File: config.mk
export PLATFORM = sky130hd
export DESIGN_NAME = ej32_xau
export DESIGN_NICKNAME = d
export VERILOG_FILES = /design/src/rtl/ej32_xau.sv
export SDC_FILE = /design/constraint.sdc
export NUM_CORES = 2
export LEC_CHECK = 0
export CAP_MARGIN = 20
export CORE_MARGIN = 2
export CORE_UTILIZATION = 55
export CTS_CLUSTER_SIZE = 25
export DETAILED_ROUTE_END_ITERATION = 12
export GPL_TIMING_DRIVEN = 0
export HOLD_SLACK_MARGIN = 0.02
export PLACE_DENSITY = 0.8
export SYNTH_ARGS = -nofsm -noshare
export SYNTH_HDL_FRONTEND = slang
export SYNTH_SLANG_ARGS = --single-unit
File: constraint.sdc
create_clock -name clk -period 7.65 [get_ports clk]
set_input_delay 1.53 -clock clk [delete_from_list [all_inputs] [get_ports clk]]
set_output_delay 1.53 -clock clk [all_outputs]
set_load 0.01 [all_outputs]
File: src/rtl/ej32_xau.sv
// Multi-cycle extended arithmetic unit for the eJ32 data path (imul/idiv/irem/shifts).
// Result and divide-by-zero flag are registered and presented with a one-cycle done pulse.
//
// state | meaning
// IDLE  | waiting for req; single-cycle ops complete here
// MUL   | shift-add multiply, one multiplier bit per cycle (MUL_ITER=1 only)
// DIV   | restoring divide on unsigned magnitudes, one quotient bit per cycle
// FIX   | apply quotient/remainder sign and write r
module ej32_xau #(
  parameter int DSZ      = 32,
  parameter int SHW      = $clog2(DSZ),
  parameter int MUL_ITER = 0
) (
  input  logic           clk,
  input  logic           rst,
  input  logic           req,
  input  logic           flush,
  input  logic [2:0]     op,
  input  logic [DSZ-1:0] s,
  input  logic [DSZ-1:0] t,
  output logic           busy,
  output logic           done,
  output logic [DSZ-1:0] r,
  output logic           dz
);

  localparam logic [2:0] OP_IMUL  = 3'd0;
  localparam logic [2:0] OP_IDIV  = 3'd1;
  localparam logic [2:0] OP_IREM  = 3'd2;
  localparam logic [2:0] OP_ISHL  = 3'd3;
  localparam logic [2:0] OP_ISHR  = 3'd4;
  localparam logic [2:0] OP_IUSHR = 3'd5;

  localparam int            CW       = $clog2(DSZ) + 1;
  localparam logic [CW-1:0] CNT_LOAD = CW'(DSZ);
  localparam logic [CW-1:0] CNT_ONE  = CW'(1);
  localparam bit            MUL_SEQ  = (MUL_ITER != 0);

  typedef enum logic [1:0] {IDLE, MUL, DIV, FIX} state_t;

  state_t         state, state_nxt;
  logic [2:0]     op_q;
  logic [DSZ-1:0] a_q;
  logic [DSZ-1:0] b_q;
  logic [DSZ-1:0] acc_q;
  logic [CW-1:0]  cnt;
  logic           sgn_quo;
  logic           sgn_rem;

  logic           accept;
  logic           t_zero;
  logic           div_op;
  logic           last_step;
  logic [DSZ-1:0] s_mag;
  logic [DSZ-1:0] t_mag;
  logic [DSZ-1:0] quick_r;
  logic [DSZ-1:0] prod_step;
  logic [DSZ:0]   rem_shift;
  logic [DSZ:0]   rem_diff;
  logic           rem_ge;
  logic [DSZ-1:0] rem_step;
  logic [DSZ-1:0] quo_step;
  logic [DSZ-1:0] quo_fix;
  logic [DSZ-1:0] rem_fix;

  always_comb begin
    accept    = (state == IDLE) && req && !flush;
    t_zero    = (t == '0);
    div_op    = (op == OP_IDIV) || (op == OP_IREM);
    last_step = (cnt == CNT_ONE);
    // |MIN| wraps back to MIN, which is the correct unsigned magnitude 2^(DSZ-1)
    s_mag     = s[DSZ-1] ? -s : s;
    t_mag     = t[DSZ-1] ? -t : t;

    quick_r = t;
    case (op)
      OP_IMUL:          quick_r = s * t;
      OP_IDIV, OP_IREM: quick_r = '0;
      OP_ISHL:          quick_r = s << t[SHW-1:0];
      OP_ISHR:          quick_r = $signed(s) >>> t[SHW-1:0];
      OP_IUSHR:         quick_r = s >> t[SHW-1:0];
      default:          quick_r = t;
    endcase

    prod_step = acc_q + (b_q[0] ? a_q : '0);

    // acc_q stays below the divisor, so the shifted partial remainder fits DSZ+1 bits
    rem_shift = {acc_q, a_q[DSZ-1]};
    rem_diff  = rem_shift - {1'b0, b_q};
    rem_ge    = !rem_diff[DSZ];
    rem_step  = rem_ge ? rem_diff[DSZ-1:0] : rem_shift[DSZ-1:0];
    quo_step  = {a_q[DSZ-2:0], rem_ge};

    quo_fix = sgn_quo ? -a_q : a_q;
    rem_fix = sgn_rem ? -acc_q : acc_q;

    state_nxt = state;
    case (state)
      IDLE: begin
        if (accept) begin
          if ((op == OP_IMUL) && MUL_SEQ) state_nxt = MUL;
          else if (div_op && !t_zero)     state_nxt = DIV;
        end
      end
      MUL: begin
        if (flush || last_step) state_nxt = IDLE;
      end
      DIV: begin
        if (flush)          state_nxt = IDLE;
        else if (last_step) state_nxt = FIX;
      end
      FIX:     state_nxt = IDLE;
      default: state_nxt = IDLE;
    endcase
  end

  always_ff @(posedge clk or posedge rst) begin
    if (rst) begin
      state <= IDLE;
      busy  <= 1'b0;
    end else begin
      state <= state_nxt;
      busy  <= (state_nxt != IDLE);
    end
  end

  always_ff @(posedge clk or posedge rst) begin
    if (rst) begin
      op_q    <= '0;
      a_q     <= '0;
      b_q     <= '0;
      acc_q   <= '0;
      cnt     <= '0;
      sgn_quo <= 1'b0;
      sgn_rem <= 1'b0;
      r       <= '0;
      dz      <= 1'b0;
      done    <= 1'b0;
    end else begin
      done <= 1'b0;
      case (state)
        IDLE: begin
          if (accept) begin
            op_q    <= op;
            cnt     <= CNT_LOAD;
            acc_q   <= '0;
            sgn_quo <= s[DSZ-1] ^ t[DSZ-1];
            sgn_rem <= s[DSZ-1];
            if (div_op) begin
              a_q <= s_mag;
              b_q <= t_mag;
            end else begin
              a_q <= s;
              b_q <= t;
            end
            if (state_nxt == IDLE) begin
              r    <= quick_r;
              dz   <= div_op && t_zero;
              done <= 1'b1;
            end
          end
        end
        MUL: begin
          if (!flush) begin
            acc_q <= prod_step;
            a_q   <= a_q << 1;
            b_q   <= b_q >> 1;
            cnt   <= cnt - 1'b1;
            if (last_step) begin
              r    <= prod_step;
              dz   <= 1'b0;
              done <= 1'b1;
            end
          end
        end
        DIV: begin
          if (!flush) begin
            acc_q <= rem_step;
            a_q   <= quo_step;
            cnt   <= cnt - 1'b1;
          end
        end
        FIX: begin
          if (!flush) begin
            r    <= (op_q == OP_IDIV) ? quo_fix : rem_fix;
            dz   <= 1'b0;
            done <= 1'b1;
          end
        end
        default: ;
      endcase
    end
  end

endmodule
After elaboration in Yosys (flattened, before gate mapping)
Cells that the tools add are included.
- register bits after elaboration: 144
- bits in latches: 0
- bits in writable memories: 0
- memory bits (read-only): 0
- logic and storage cells: 114
- memories kept: 0
- add/subtract/negate cells: 7
- multipliers: 1
- div/mod/pow operators: 0
- magnitude comparators: 0
- eq/ne operators: 17
- shift-type cells: 3
- multiplexer cells: 48
- bitwise operators: 1
- reduce and logical (&&, ||, !) cells: 25
- operator list (operator ; number):
    two-way mux 32 bit ; 22
    case mux 32 bit (3 select lines) ; 3
    case mux 32 bit (5 select lines) ; 1
    negation 32 bit ; 4
    case mux 32 bit (2 select lines) ; 1
    subtractor 33 x 32 -> 33 bit ; 1
    adder 32 bit ; 1
    logical NOT 32 bit ; 1
    multiplier 32 x 32 -> 32 bit ; 1
    left shift 32 x 5 -> 32 bit ; 1
    right shift 32 x 5 -> 32 bit ; 1
    >>> shifter 32 x 5 -> 32 bit ; 1
    two-way mux 6 bit ; 2
    != test 2 bit, second input constant ; 6
    case mux 6 bit (2 select lines) ; 1
    two-way mux 1 bit ; 10
    two-way mux 2 bit ; 5
    case mux 2 bit (4 select lines) ; 1
    equality test 3 x 1 -> 1 bit, second input constant ; 2
    equality test 3 x 2 -> 1 bit, second input constant ; 2
    equality test 3 bit, second input constant ; 2
    equality test 6 x 1 -> 1 bit, second input constant ; 1
    case mux 1 bit (3 select lines) ; 2
    AND reduction 3 bit ; 2
    16 further kinds ; 28

Logic depth before layout (Yosys ltp)
- depth in word-level cells: 10
- depth in mapped cells: 32
- depth with buffers taken out: 28

Worst setup path before layout
No wires, ideal clock.
- path type: input -> register
- start point: input port t[3]
- end point: register r[31]
- library setup time: 127 ps
- arrival time: 9273 ps
- required time: 7523 ps
- setup slack: -1750 ps
- stages on the path: 28
- path buffers: 5
- cell sequence: clkbuf_1 > clkbuf_1 > buf_1 > clkbuf_1 > clkbuf_1 > and2_1 > fa_1 > fa_1 > fa_1 > inv_1 > fa_1 > inv_1 > fa_1 > fa_1 > fa_1 > fa_1 > ha_1 > a21o_1 > a21o_1 > a2111oi_0 > nor3_1 > a21oi_1 > o21ai_1 > a221o_1 > a31oi_1 > xnor2_1 > nor2_1 > o32a_2
- word-level cells in the longest chain between the ends: 9
- elaborated cells on any way between the ends: 17
- classes of those cells: mul: 1; eq/ne: 1; shift: 3; mux: 7; reduce/logical: 5
- ends and longest elaborated chain (element ; RTL line ; source):
    start, declared ; 20 ; input logic [DSZ-1:0] t,
    branches (longest 9 deep; another with multiplier 32 x 32 -> 32 bit) ; - ;
    end signal, assigned ; 157 ; r <= quick_r;
    end signal, assigned ; 170 ; r <= prod_step;
    end signal, assigned ; 185 ; r <= (op_q == OP_IDIV) ? quo_fix : rem_fix;
    end, declared ; 23 ; output logic [DSZ-1:0] r,
Several ways; the timed one is not identified. The select of a mux whose other input is x is not followed.
A chain may end at the register's enable or synchronous reset.

Worst setup path after layout
- start point: input port t[4]
- end point: register r[31]
The elaborated chain is that of the path after synthesis.

==> flow_summary.toml <==
[detailed_routing]
drc = 0
vias = 33490
via_per_inst = 6.713
drtIter0Drc = 4935
ant_nets = 0
firstDrtPassIters = 8
routedWlPerCell_um = 30.72
wirelength_um = 153300

[floorplan]
dieArea_um2 = 61200
start_util_pct = 55.41
core_um2 = 58800
row_count = 89
fp.dieH_um = 247.4
io_pins = 106
die_w_um = 247.4

[cts]
cts_hold_buffers = 0
cts_sinks = 144
cts_buffer_depth = 2
numCtsBuffers = 17
cts.htree.levels = 4
clkTransAtPathRegs_ns = 0.07
root_buffer = "clkbuf_16"
cts_tree = "built"
insertion_delay_ns = 0.48

[finish]
final_layout_size_suffix_gt1_share_pct = 13.31
synthToLayoutAreaGrowth_pct = 17.06
fin_nets = 4873
fillers = 4864

[timing]
fmax_ghz = 0.1177
whs_ns = 0.4938
slew_headroom_pct = 12.06
rsz0062_at_grt = "true"
finalSetupViolCount = 20
setup_ws_ns = -0.8432
hold_viol_final = 0
maxSlewViolCount = 0
worst_pin_slew_ns = 1.303
fin_crit_sh_pct = 111.0
fin_crit_ns = 8.493
fin_skew_ns = 0.02515

[yosys]
synth_cells = 3998
synthArstFlopShare_pct = 100.0
syn-num-nets = 4677
ys_seq_elements = 144
syn_area_um2 = 32580
synth_edf_count = 0
synth.distinct_cells = 73
yosys_warnings = 0
synthFlopType = "dfrtp_1"
synth_area_per_cell_um2 = 8.149
synth-seq-area-share_pct = 11.06

[global_route]
use_met3_pct = 18.91
grt_pass1_vias = 32580
grt_pass1_wl_um = 218500
grt_antenna_before_repair = 10
grt_use_met1_pct = 63.73
grt_usage_pct = 49.66
use_met2_pct = 69.28
grt_max_degree = 75
grt-ovfl-total = 0
grt-busiest-layer = "met2"

[flow_run]
max_cap_viol_count = 0

[critical_path]
rr_startpoint = "b_q[0]"
start_kind = "input port"
worst_path_most_repeated_cell = "fa_1"
crit_required_ns = 8.00
reg2regPathDepth = 14
critPathBufInv = 6
cp_slowest_cell = "fa_1"
critPathMaxStageDelay_ns = 0.55
r2r-end = "acc_q[0]"
crit_arrival_ns = 8.84
worstSetupPathType = "input port to flop"
reg2reg_setup_slack_ns = 3.08
crit_family = "adder cells"
cp-end-kind = "flop"
worstPathMaxFanout = 5

[place]
dp_hpwl_um = 116800
gp_congestion = 1.082
port_buffers = 85

[hold_path]
hold_path_startpoint = "r[27]"
holdPathEnd = "r[27]"
hold_path.class = "flop to flop"
min_path_cells = 1

[run_status]
outcome = "finished with violations"
violations = "negative setup slack"
[routing by layer]
metal,routed length [um],vias to the layer above,share of wire [%]
met4,13000,8,8.5
met1,54390,16210,35
met5,155,-,0.10
li1,-,13620,-
met3,23700,788,15
met2,62030,2863,40
[cells by family after synthesis]
group	Yosys count	share of synthesized area [%]
AOI/OAI and AO/OA	867	16.76
xor gates and xnor gates	258	6.935
adders and majority gates	608	32.80
buffers and inverters	749	8.694
DFF	144	11.06
muxes	121	5.038
and+or+nand+nor	1251	18.72
[cell usage after synthesis (10+ instances only)]
cell | count | area [um^2]
o21a_1 | 24 | 180.2
clkbuf_1 | 247 | 927.1
a21oi_1 | 232 | 1161
and2_1 | 352 | 2202
or2_2 | 10 | 62.56
a211oi_1 | 18 | 135.1
o21ai_0 | 254 | 1271
o41ai_1 | 17 | 148.9
nor3_1 | 35 | 175.2
nand3_1 | 38 | 190.2
a21o_1 | 37 | 277.8
a22o_1 | 16 | 140.1
fa_1 | 410 | 8208
a22oi_1 | 42 | 315.3
nand2b_1 | 34 | 212.7
mux2_2 | 14 | 157.7
o211ai_1 | 45 | 337.8
or4_1 | 12 | 90.09
o221ai_1 | 12 | 105.1
nor2_1 | 230 | 863.3
o22ai_1 | 11 | 68.82
or3_1 | 17 | 106.4
inv_1 | 457 | 1715
and3_1 | 11 | 68.82
o2111ai_1 | 11 | 96.34
mux4_2 | 33 | 743.2
a41oi_1 | 15 | 131.4
xor2_1 | 91 | 797.0
a221oi_1 | 13 | 113.9
buf_1 | 26 | 97.59
nand2_1 | 456 | 1712
a31oi_1 | 21 | 131.4
mux2i_1 | 74 | 740.7
xnor2_1 | 167 | 1463
o21bai_1 | 11 | 82.58
dfrtp_1 | 144 | 3603
buf_2 | 15 | 75.07
ha_1 | 198 | 2477
nand4_1 | 21 | 131.4
o31ai_1 | 30 | 225.2
[sequential cells by signal (all words and copies together) (netlist names), 2 cells and up]
signal	flops
a_q	32
acc_q	32
b_q	32
cnt	6
op_q	3
r	32
state	2
[cell type report]
type | count | area (um^2) | share of cell area, %
multi-input combinational | 3105 | 27220 | 71.36
sequential | 144 | 3603 | 9.448
buffer | 261 | 2007 | 5.262
timing repair buffer | 206 | 1957 | 5.131
inverter | 459 | 1747 | 4.580
tap | 773 | 967.2 | 2.536
clock buffer | 19 | 442.9 | 1.161
clock inverter | 13 | 176.4 | 0.4626
antenna | 9 | 22.52 | 0.05905
[how the worst max path moves through the flow]
stage                        to  depth (start not counted)  from
after floorplan           r[31]                         27  t[4]
after global placement    r[31]                         26  s[4]
after detailed placement  r[30]                         28  s[4]
after CTS                 r[31]                         27  s[5]
after global routing      r[31]                         28  t[3]
final                     r[31]                         26  t[4]
[placed cells by master, fill, tap and decap left out, types with 28 or more instances in the layout]
cell and n:
a21o_1 37, a21oi_1 214, a22oi_1 40, and2_1 333
buf_4 104, buf_6 51, clkbuf_1 114, clkbuf_16 36
clkbuf_4 30, clkdlybuf4s50_1 48, dfrtp_1 144, fa_1 383
ha_1 170, inv_1 435, mux2i_1 74, mux4_2 33
nand2_1 450, nand2b_1 34, nand3_1 38, nor2_1 224
nor3_1 34, o211ai_1 45, o21ai_0 247, o31ai_1 28
xnor2_1 162, xor2_1 79
[through the flow]
step	instance area, um^2	util [%]	std cells	TNS [ns]	setup slack [ns]
after global routing	38120	64.83	4980	-11.54	-0.9150
after detailed placement	34640	58.92	4857	-71.55	-3.552
after global placement	34610	58.87	4856	-71.23	-3.517
after floorplan	32790	-	3998	-6.519	-0.9765
after CTS	37440	63.67	4950	-10.45	-0.9283
final	38140	64.87	4989	-10.47	-0.8432
[repair_timing]
item	CTS	global route
pin swaps	99	142
endpoints found under the setup margin	26	22
gates resized for setup	540	291
setup buffers	68	52
gates cloned	3	3
[worst reg2reg max path: cells and delay by family, from the launching register on]
family | cells | cell delay (ns)
AO/OA/AOI/OAI | 7 | 1.79
XOR/XNOR | 1 | 0.18
AND/OR/NAND/NOR | 1 | 0.22
flip-flops | 1 | 0.61
adder cells (fa/ha/maj) | 2 | 0.70
buffers and inverters | 3 | 0.96
Power is not shown: default switching activity piles up to over one toggle a cycle in this logic, so the estimate is an artifact.
